===== config.mk =====
export PLATFORM = sky130hd
export DESIGN_NAME = state_sequencer
export DESIGN_NICKNAME = d
export VERILOG_FILES = /design/src/rtl/state_sequencer.sv
export SDC_FILE = /design/constraint.sdc
export NUM_CORES = 1
export LEC_CHECK = 0
export CORE_MARGIN = 2
export CORE_UTILIZATION = 49
export CTS_CLUSTER_DIAMETER = 40
export CTS_CLUSTER_SIZE = 20
export DETAILED_ROUTE_END_ITERATION = 10
export GPL_TIMING_DRIVEN = 1
export PLACE_DENSITY_LB_ADDON = 0.05
export SLEW_MARGIN = 30
export SYNTH_ARGS = -nofsm -noshare
export SYNTH_HDL_FRONTEND = slang
export SYNTH_SLANG_ARGS = --single-unit

===== constraint.sdc =====
create_clock -name clk -period 2.85 [get_ports clk]
set_clock_uncertainty 0.2 [all_clocks]
set_input_delay 0.4275 -clock clk [delete_from_list [all_inputs] [get_ports clk]]
set_output_delay 0.4275 -clock clk [all_outputs]
set_load 0.1 [all_outputs]

===== src/rtl/state_sequencer.sv =====
// Control FSM that steps a bit-serial floating-point multiply-accumulate datapath through its phases.
// Optional abort input is compiled in only when SEQ_ABORT_EN is defined.
module state_sequencer #(
  parameter int EXP_W = 8,
  parameter int MAN_W = 8
) (
  input  logic       clk,
  input  logic       rst,
  input  logic       start,
  input  logic       data_valid,
`ifdef SEQ_ABORT_EN
  input  logic       abort,
`endif
  output logic [3:0] state_ctrl,
  output logic [4:0] bit_idx,
  output logic       busy
);

  typedef enum logic [3:0] {
    IDLE               = 4'b0000,
    STORE_DATA         = 4'b0001,
    EXP_ADD_CS         = 4'b0010,
    EXP_ADD_BITWISE    = 4'b0011,
    STORE_EMAX         = 4'b0100,
    EMAX_OUTPUT_ADD    = 4'b0101,
    FIND_EXP_BIT       = 4'b0110,
    SHIFT_MANTISSA     = 4'b0111,
    PARTIAL_MUL        = 4'b1000,
    PARTIAL_SUM_OUTPUT = 4'b1001,
    DONE               = 4'b1111
  } state_t;

  localparam logic [4:0] EXP_LAST = 5'(EXP_W);
  localparam logic [4:0] MAN_LAST = 5'(MAN_W - 1);

  state_t     state;
  state_t     next_state;
  logic [4:0] next_idx;

  // Exponent phases run EXP_W+1 steps; mantissa phases run MAN_W two-state pairs sharing one index.
  always_comb begin
    next_state = IDLE;
    next_idx   = '0;
    case (state)
      IDLE:            next_state = start ? STORE_DATA : IDLE;
      STORE_DATA:      next_state = data_valid ? EXP_ADD_CS : STORE_DATA;
      EXP_ADD_CS:      next_state = EXP_ADD_BITWISE;
      EXP_ADD_BITWISE: begin
        if (bit_idx == EXP_LAST) begin
          next_state = STORE_EMAX;
        end else begin
          next_state = EXP_ADD_BITWISE;
          next_idx   = bit_idx + 5'd1;
        end
      end
      STORE_EMAX:      next_state = EMAX_OUTPUT_ADD;
      EMAX_OUTPUT_ADD: begin
        if (bit_idx == EXP_LAST) begin
          next_state = FIND_EXP_BIT;
        end else begin
          next_state = EMAX_OUTPUT_ADD;
          next_idx   = bit_idx + 5'd1;
        end
      end
      FIND_EXP_BIT: begin
        next_state = SHIFT_MANTISSA;
        next_idx   = bit_idx;
      end
      SHIFT_MANTISSA: begin
        if (bit_idx == MAN_LAST) begin
          next_state = PARTIAL_MUL;
        end else begin
          next_state = FIND_EXP_BIT;
          next_idx   = bit_idx + 5'd1;
        end
      end
      PARTIAL_MUL: begin
        next_state = PARTIAL_SUM_OUTPUT;
        next_idx   = bit_idx;
      end
      PARTIAL_SUM_OUTPUT: begin
        if (bit_idx == MAN_LAST) begin
          next_state = DONE;
        end else begin
          next_state = PARTIAL_MUL;
          next_idx   = bit_idx + 5'd1;
        end
      end
      DONE:            next_state = IDLE;
      default:         next_state = IDLE;
    endcase
`ifdef SEQ_ABORT_EN
    if (abort) begin
      next_state = IDLE;
      next_idx   = '0;
    end
`endif
  end

  // busy is registered from the next state so it lines up exactly with state_ctrl.
  always_ff @(posedge clk or posedge rst) begin
    if (rst) begin
      state   <= IDLE;
      bit_idx <= '0;
      busy    <= 1'b0;
    end else begin
      state   <= next_state;
      bit_idx <= next_idx;
      busy    <= (next_state != IDLE);
    end
  end

  assign state_ctrl = state;

endmodule


### After elaboration in Yosys (flattened, before gate mapping)

Index checks and enable logic that the tools add are counted.

* add/sub/neg operators: 1
* multiply operators: 0
* divide/modulo/power cells: 0
* $lt $le $gt $ge: 0
* equality and inequality tests: 11
* shifts and indexed selects: 0
* multiplexer cells: 10
* bitwise operators: 0
* reduce and logical (&&, ||, !) cells: 5

Operator list (count)
* one-hot mux 4 bit (10 select lines): 1
* equality test 4 x 3 -> 1 bit, second input constant: 4
* one-hot mux 5 bit (3 select lines): 1
* two-way mux 5 bit: 2
* equality test 4 x 2 -> 1 bit, second input constant: 2
* equality test 4 bit, second input constant: 2
* two-way mux 3 bit: 2
* OR reduction 2 bit: 3
* adder 5 x 1 -> 5 bit, second input constant: 1
* equality test 5 x 3 -> 1 bit, second input constant: 1
* equality test 5 x 4 -> 1 bit, second input constant: 1
* equality test 4 x 1 -> 1 bit, second input constant: 1
* zero test 4 bit: 1
* two-way mux 2 bit: 2
* two-way mux 4 bit: 1
* nonzero test 4 bit: 1
* two-way mux 1 bit: 1

* register bits after elaboration: 10
* bits in latches: 0
* RAM bits: 0
* memory bits (read-only): 0
* input port bits: 4
* output and inout port bits: 10
* logic and storage cells: 30
* memories kept: 0

### Depth between registers and ports, before layout

Gate-level depths: netlist of run 1.

* depth in word-level cells: 4
* depth in mapped cells: 7
* gate-level depth less buffers: 7

### Worst setup path after synthesis of run 1

OpenSTA, ideal clock, no wires.

* kind: flip-flop to flip-flop
* from: reg bit_idx[0]
* to: reg busy
* library setup time: 139 ps
* data arrival time: 2549 ps
* required time: 2511 ps
* slack: -37 ps
* stages on the path, launching flop included: 7
* buffers on the path: 0
* clock period less this slack: 2887 ps
* cell sequence: dfrtp_1 ha_1 and4bb_1 a22oi_1 nor3_1 or3_4 or4_4

* longest elaborated chain between the ends: 4
* elaborated cells between the ends (all ways): 8
* those cells by class: eq/ne (2); mux (5); reduce/logical (1)

Ends and longest elaborated chain
* from (decl): line 15 `output logic [4:0] bit_idx,`
* from (signal assigned): line 108 `bit_idx <= next_idx;`
* equality test 5 x 3 -> 1 bit / equality test 5 x 4 -> 1 bit (equally long branches): line 82, 49, 58
* two-way mux 3 bit, or another cell as far along: line 82 `if (bit_idx == MAN_LAST) begin`
* one-hot mux 4 bit (10 select lines) *: line 44 `case (state)`
* named net next_state[0]: line 37 `state_t next_state;`
* nonzero test 4 bit *: line 109 `busy <= (next_state != IDLE);`
* to (signal assigned): line 109
* to (decl): line 16 `output logic busy`

Mark *: on every way through the listed nets, which the timed path passes. The rest lies on a longest branch.
A chain may end at the register's enable or synchronous reset.

### Final worst setup path of run 1

Same ends and word-level chain as after synthesis.

==> results of run 1 <==
## sequential cells by signal, indices dropped and copies added (netlist names)
register	flops
bit_idx	5
state_ctrl	4
busy	1
## cells in the mapped netlist (2+ instances only)
cell | number | area, um^2
nand3_1 | 4 | 20.0
buf_2 | 2 | 10.0
a211o_1 | 2 | 17.5
ha_1 | 2 | 25.0
nor2b_1 | 2 | 12.5
inv_1 | 5 | 18.8
a21oi_1 | 4 | 20.0
clkbuf_1 | 2 | 7.51
a22oi_1 | 4 | 30.0
dfrtp_1 | 10 | 250
nand2_1 | 8 | 30.0
nor3_1 | 4 | 20.0
nand2b_1 | 2 | 12.5
o21ai_0 | 11 | 55.1
nor2_1 | 5 | 18.8
o21a_1 | 2 | 15.0
## path summary, 6_finish.rpt
| kind | from | endpoint | cells past startpoint |
|---|---|---|---|
| worst min register to register | bit_idx[0] | bit_idx[0] | 1 |
| min in group clk | bit_idx[0] | bit_idx[0] | 1 |
| worst min-delay path | rst | bit_idx[2] | 2 |
| worst max-delay path | bit_idx[0] | busy | 6 |
| max in group asynchronous | rst | bit_idx[0] | 2 |
| worst max register to register | bit_idx[0] | busy | 6 |
## through the flow
step / std cells / hold slack [ns] / instance area (um^2) / setup WS [ns] / util, %
3_3_place_gp: 109 / 0.315 / 817 / 0.424 / 62.0
5_1_grt: 113 / 0.288 / 853 / 0.305 / 64.8
3_5_place_dp: 109 / 0.329 / 817 / 0.405 / 62.0
4_1_cts: 113 / 0.233 / 853 / 0.388 / 64.8
2_1_floorplan: 85 / 0.0675 / 711 / 0.0130 / -
6_report: 113 / 0.225 / 853 / 0.373 / 64.8
## per-layer routing
layer | share of wire, % | wire length, um | vias up | GRT usage [%]
met2 | 41 | 646 | 29 | 22.2
met5 | 0 | 0 | - | 0
li1 | - | - | 346 | -
met1 | 50 | 791 | 336 | 26.2
met3 | 7.4 | 118 | 4 | 6.47
met4 | 1.8 | 28 | 0 | 9.38
## layout make-up
class,instances,share of cell area [%]
clock buffers,4,4.25
inverters,5,2.20
multi-input cells,66,49.4
flip-flops and latches,10,29.6
well taps,15,2.20
repair buffers,13,12.3
## power by group through the flow
stage / Combinational, uW / Clock, uW / Sequential, uW
after detailed placement: 7.45 / 0 / 145
final: 7.28 / 133 / 142
after CTS: 7.42 / 135 / 142
after floorplan: 2.18 / 0 / 145
after global routing: 8.47 / 139 / 142
after global placement: 7.25 / 0 / 145
## cell families after synthesis
group / Yosys count
buf+inv: 9
simple gates: 36
flops: 10
compound gates: 28
fa+ha+maj: 2
==> results.yml, run 1 <==
power:
  leakagePower_uw: 0.000374
  switching_share_pct: 20.7
  net_switching_uw: 58.4
  power_frac_seq_pct: 50.4
  power.ir.vdd_worst_mv: 0.305
  powerDensity_nw_per_um2: 330
  internal_power_uw: 223
  share_comb_of_total_power_pct: 2.6
  fin_total_pwr_uw: 282
  p_clk_share_pct: 47.1
timing:
  rsz0062_at_grt: "false"
  period_utilization_pct: 86.9
  maxSlewViolCount: 0
  max_clock_freq_mhz: 404
  worstMarginPinSlew_ns: 0.431
  fin_crit_ns: 2.48
  setup-violations-final: 0
  fin_tns_setup_ns: 0
  hold_violations: 0
  max_slew_margin_pct: 71.1
clocking:
  clkLatencyLatePin_ns: 0.28
  cts-root-buf: "clkbuf_4"
  clk_pin_slew_worst_paths_ns: 0.07
  cts-buffers-inserted: 3
  clock_tree_buffer_depth: 2
  post_cts.resized_instances: 0
  cts.sink_count: 10
  cts.htree.levels: 1
  post_cts_buffers: 0
  cts.hold.buffers_added: 0
  tritoncts: "built"
worst_setup_path:
  worstSetupPathType: "reg -> reg"
  critPathSlowestCell: "or4_4"
  critPathBufInv: 0
  cpLargestDelayFamily: "simple AND/OR/NAND/NOR gates"
  timing.critical_path.to_type: "flip-flop"
  worstPathArrival_ns: 2.43
  critPathMaxStageDelay_ns: 0.50
  worst_ep_required_time_ns: 2.80
  crit_path_cell_trace: "ha_1 > and4bb_1 > a22oi_1 > nor3_1 > or3_4 > or4_4"
  rrSetupSlack_ns: 0.37
  worst-path-max-fanout: 6
  worstSetupStartpointType: "flip-flop"
placement:
  port_buffers: 13
  dp.final_hpwl_um: 1090
  gp_routability_congestion: 0.869
floorplanning:
  io_pins: 14
  floorplan.initialDensity_pct: 53.8
  die_area_um2: 1770
  placement_rows: 13
  floorplan.core_area_um2: 1320
  die_height_um: 42.0
  die_width_um: 42.0
routing:
  finalWirelength_um: 1580
  drt_pass1_iterations: 5
  viasPerCell: 6.33
  1st_iter_drt_viols: 24
  drt_drc_violations_left: 0
  drt.antenna.violating_nets: 0
  vias: 715
  drt-wirelength-per-cell_um: 14.0
synth:
  synth-async-reset-ratio_pct: 100
  sequential_fraction_of_the_synthesis_area_pct: 35.3
  synth_cell_types: 32
  synth.cell_area_um2: 708
  ys_dominant_reg_cell: "dfrtp_1"
  postSynthRegisterBits: 10
  post_syn_nets: 91
  synthCells: 85
  synth_simple_gate_area_share_pct: 30.9
  yosys.area_share.xor_xnor_pct: 0
  largest_family_of_logic_cells_by_synthesized_area: "simple AND/OR/NAND/NOR gates"
  synth.avg_cell_area_um2: 8.33
  synthMuxAreaShare_pct: 0
  yosys_warnings: 0
  post_synth_fa_ha_maj_area_fraction_pct: 3.53
  count_of_flip_flops_with_a_built_in_enable_after_synthesis: 0
  synth-compound-area-share_pct: 25.1
final_layout:
  flow.area_growth_from_synthesis_pct: 20.5
  fillers: 113
  mostFrequentLayoutCell: "o21ai_0"
  top_library_cells_by_usage_in_the_layout_fill_and_taps_aside: "11 x o21ai_0, 10 x buf_4, 8 x nand2_1, 8 x dfrtp_1"
  fin_nets: 105
  ff_latch_area_um2: 253
  drive_above_1_share_pct: 19.4
  diodes: 0
  multi_input_comb_area_um2: 422
global_routing:
  grt_pass1_wl_um: 2350
  first_global_vias: 501
  grt.overflow.total: 0
  largest_net_degree_at_the_start_of_global_routing: 17
  antenna_violations_before_repair: 0
  gr-usage-all-layers_pct: 17.8
min_path:
  hold_path.class: "in -> async"
run:
  maximum_capacitance_violations: 0
run_status:
  run_status: "finished clean"
No activity file was read; power rests on OpenSTA's default activity.
==> run 2, diff against run 1 <==
--- a/config.mk
+++ b/config.mk
@@ -5,6 +5,7 @@
 export SDC_FILE = /design/constraint.sdc
 export NUM_CORES = 1
 export LEC_CHECK = 0
+export ABC_AREA = 0
 export CORE_MARGIN = 2
 export CORE_UTILIZATION = 49
 export CTS_CLUSTER_DIAMETER = 40
==> constraint.sdc (replaced) <==
create_clock -name clk -period 2.45 [get_ports clk]
set_clock_uncertainty 0.2 [all_clocks]
set_input_delay 0.3675 -clock clk [delete_from_list [all_inputs] [get_ports clk]]
set_output_delay 0.3675 -clock clk [all_outputs]
set_load 0.1 [all_outputs]
==> run 2 against run 1 <==
  * Critical path depth stayed put
  * Global-route usage increased by 4.7 points
  * Critical path type unchanged
  * Total power increased by 19%
  * Highest routed layer unchanged
  * Hold slack worse by 0.065 ns
  * Via count rose by 1.5%
  * Cell area grew 8.4%
  * Maximum frequency rose by 3.2%
  * Non-clock buffer count increased by 3
  * Clock-buffer cell count did not move
  * Combinational power increased by 17%
  * Utilization up 5.4 points
==> results.yml, run 2 (synthesized netlist as in run 1, its figures left out) <==
timing:
  fin_tns_setup_ns: 0
  fin_crit_ns: 2.40
  worstMarginPinSlew_ns: 0.419
  hold_ws_ns: 0.160
  setup-violations-final: 0
  max_slew_margin_pct: 72.0
  period_utilization_pct: 98.0
  max_clock_freq_mhz: 417
  hold_violations: 0
  maxSlewViolCount: 0
  fin_ws_ns: 0.0491
worst_setup_path:
  crit_path_cell_trace: "ha_4 > and4bb_2 > a22oi_2 > nor3_1 > or3_4 > or4_4"
  critPathSlowestCell: "dfrtp_4"
  worstPathArrival_ns: 2.36
  worstSetupPathType: "reg -> reg"
  worst-path-max-fanout: 5
  timing.critical_path.to_type: "flip-flop"
  critPathMaxStageDelay_ns: 0.52
  worstSetupStartpointType: "flip-flop"
  worst_ep_required_time_ns: 2.41
global_routing:
  grt.overflow.total: 0
  antenna_violations_before_repair: 0
  first_global_vias: 635
  gr-usage-all-layers_pct: 22.5
  largest_net_degree_at_the_start_of_global_routing: 17
  grt_pass1_wl_um: 2990
power:
  switching_share_pct: 22.5
  power_frac_seq_pct: 49.2
  net_switching_uw: 75.6
  leakagePower_uw: 0.000369
  share_comb_of_total_power_pct: 2.5
  p_clk_share_pct: 48.3
  internal_power_uw: 260
  powerDensity_nw_per_um2: 363
  power.ir.vdd_worst_mv: 0.284
placement:
  dp.final_hpwl_um: 1230
  placement.cell_area_um2: 868
  port_buffers: 13
  gp_routability_congestion: 0.819
  place_worst_setup_slack_ns: 0.0949
final_layout:
  fin_nets: 108
  drive_above_1_share_pct: 35.6
  mostFrequentLayoutCell: "buf_4"
  fillers: 99
  diodes: 0
  flow.area_growth_from_synthesis_pct: 30.6
  largest_register_ff_count: 5
  postLayoutCellArea_um2: 925
  top_library_cells_by_usage_in_the_layout_fill_and_taps_aside: "13 x buf_4, 11 x o21ai_0, 8 x nand2_1, 7 x dfrtp_2, 5 x nor2_1"
  register_bank_with_the_most_flops: "bit_idx"
min_path:
  hold_path.class: "in -> async"
run:
  maximum_capacitance_violations: 0
clocking:
  clk_pin_slew_worst_paths_ns: 0.08
  cts.sink_count: 10
  cts.hold.buffers_added: 0
  cts-buffers-inserted: 3
  clock_tree_buffer_depth: 2
  clkLatencyLatePin_ns: 0.29
  cts.htree.levels: 1
  cts-root-buf: "clkbuf_4"
  tritoncts: "built"
floorplanning:
  io_pins: 14
  floorplan.initialDensity_pct: 53.8
  die_area_um2: 1770
  die_height_um: 42.0
  floorplan.core_area_um2: 1320
  placement_rows: 13
  die_width_um: 42.0
routing:
  drt.antenna.violating_nets: 0
  viasPerCell: 6.26
  drt_pass1_iterations: 4
  1st_iter_drt_viols: 35
  finalWirelength_um: 1820
  drt-wirelength-per-cell_um: 15.7
  drt_drc_violations_left: 0
  vias: 726
run_status:
  run_status: "finished clean"
[run 2: cell types whose count changed in the layout (fill, tap and decap cells not counted), sizes merged]
cell and change:
buf +3
[run 2: layout make-up]
cell class | instances | area (um^2) | share of cell area, %
tap | 15 | 18.8 | 2.03
sequential | 10 | 267 | 28.8
clock buffer | 4 | 36.3 | 3.92
inverter | 5 | 18.8 | 2.03
timing repair buffer | 16 | 128 | 13.8
multi-input combinational | 66 | 457 | 49.4
[run 2: critical path, delay by kind of cell, from the launching register on]
| family | cells | cell delay [ns] |
|---|---|---|
| compound gates | 1 | 0.18 |
| flops | 1 | 0.52 |
| fa+ha+maj | 1 | 0.19 |
| simple gates | 4 | 1.19 |
[run 2: through the flow]
step	utilization, %	std cells	power [uW]
floorplan	-	85	171
global placement	65.9	110	176
detailed placement	65.9	110	177
CTS	68.7	114	334
global route	70.2	116	342
finish	70.2	116	335
[run 2: path summary, 6_finish.rpt]
path,startpoint,endpoint,slack (ns),depth (start not counted)
max,bit_idx[1],busy,0.05,6
min,rst,state_ctrl[3],0.16,2
max reg2reg,bit_idx[1],busy,0.05,6
min reg2reg,bit_idx[2],bit_idx[2],0.40,1
max in group asynchronous,rst,bit_idx[0],1.56,2
min in group clk,bit_idx[2],bit_idx[2],0.40,1
[run 2: per-layer routing]
metal	global-route usage, %	vias up	wire length, um
met4	11.9	0	37
met2	30.3	31	824
met1	32.9	342	816
li1	-	348	-
met5	0	-	0
met3	5.17	5	138
[run 2: power groups by stage]
stage               Combinational [uW]  Clock (uW)  Sequential (uW)
finish                            8.49         162              165
global route                      9.73         168              165
CTS                               8.72         161              165
detailed placement                8.73           0              168
global placement                  8.30           0              168
floorplan                         2.54           0              168
[run 2: timing repair]
action                     in CTS  in global routing
setup endpoints to repair       0                  1
setup buffers                   0                  2
resized for setup               0                  2
==> run 3, diff against run 2 <==
--- a/config.mk
+++ b/config.mk
@@ -13,6 +13,7 @@
 export DETAILED_ROUTE_END_ITERATION = 10
 export GPL_TIMING_DRIVEN = 1
 export PLACE_DENSITY_LB_ADDON = 0.05
+export SKIP_CTS_REPAIR_TIMING = 1
 export SLEW_MARGIN = 30
 export SYNTH_ARGS = -nofsm -noshare
 export SYNTH_HDL_FRONTEND = slang
==> results of run 3 <==
No change in the layout: final DEF, timing and power equal those of run 2.
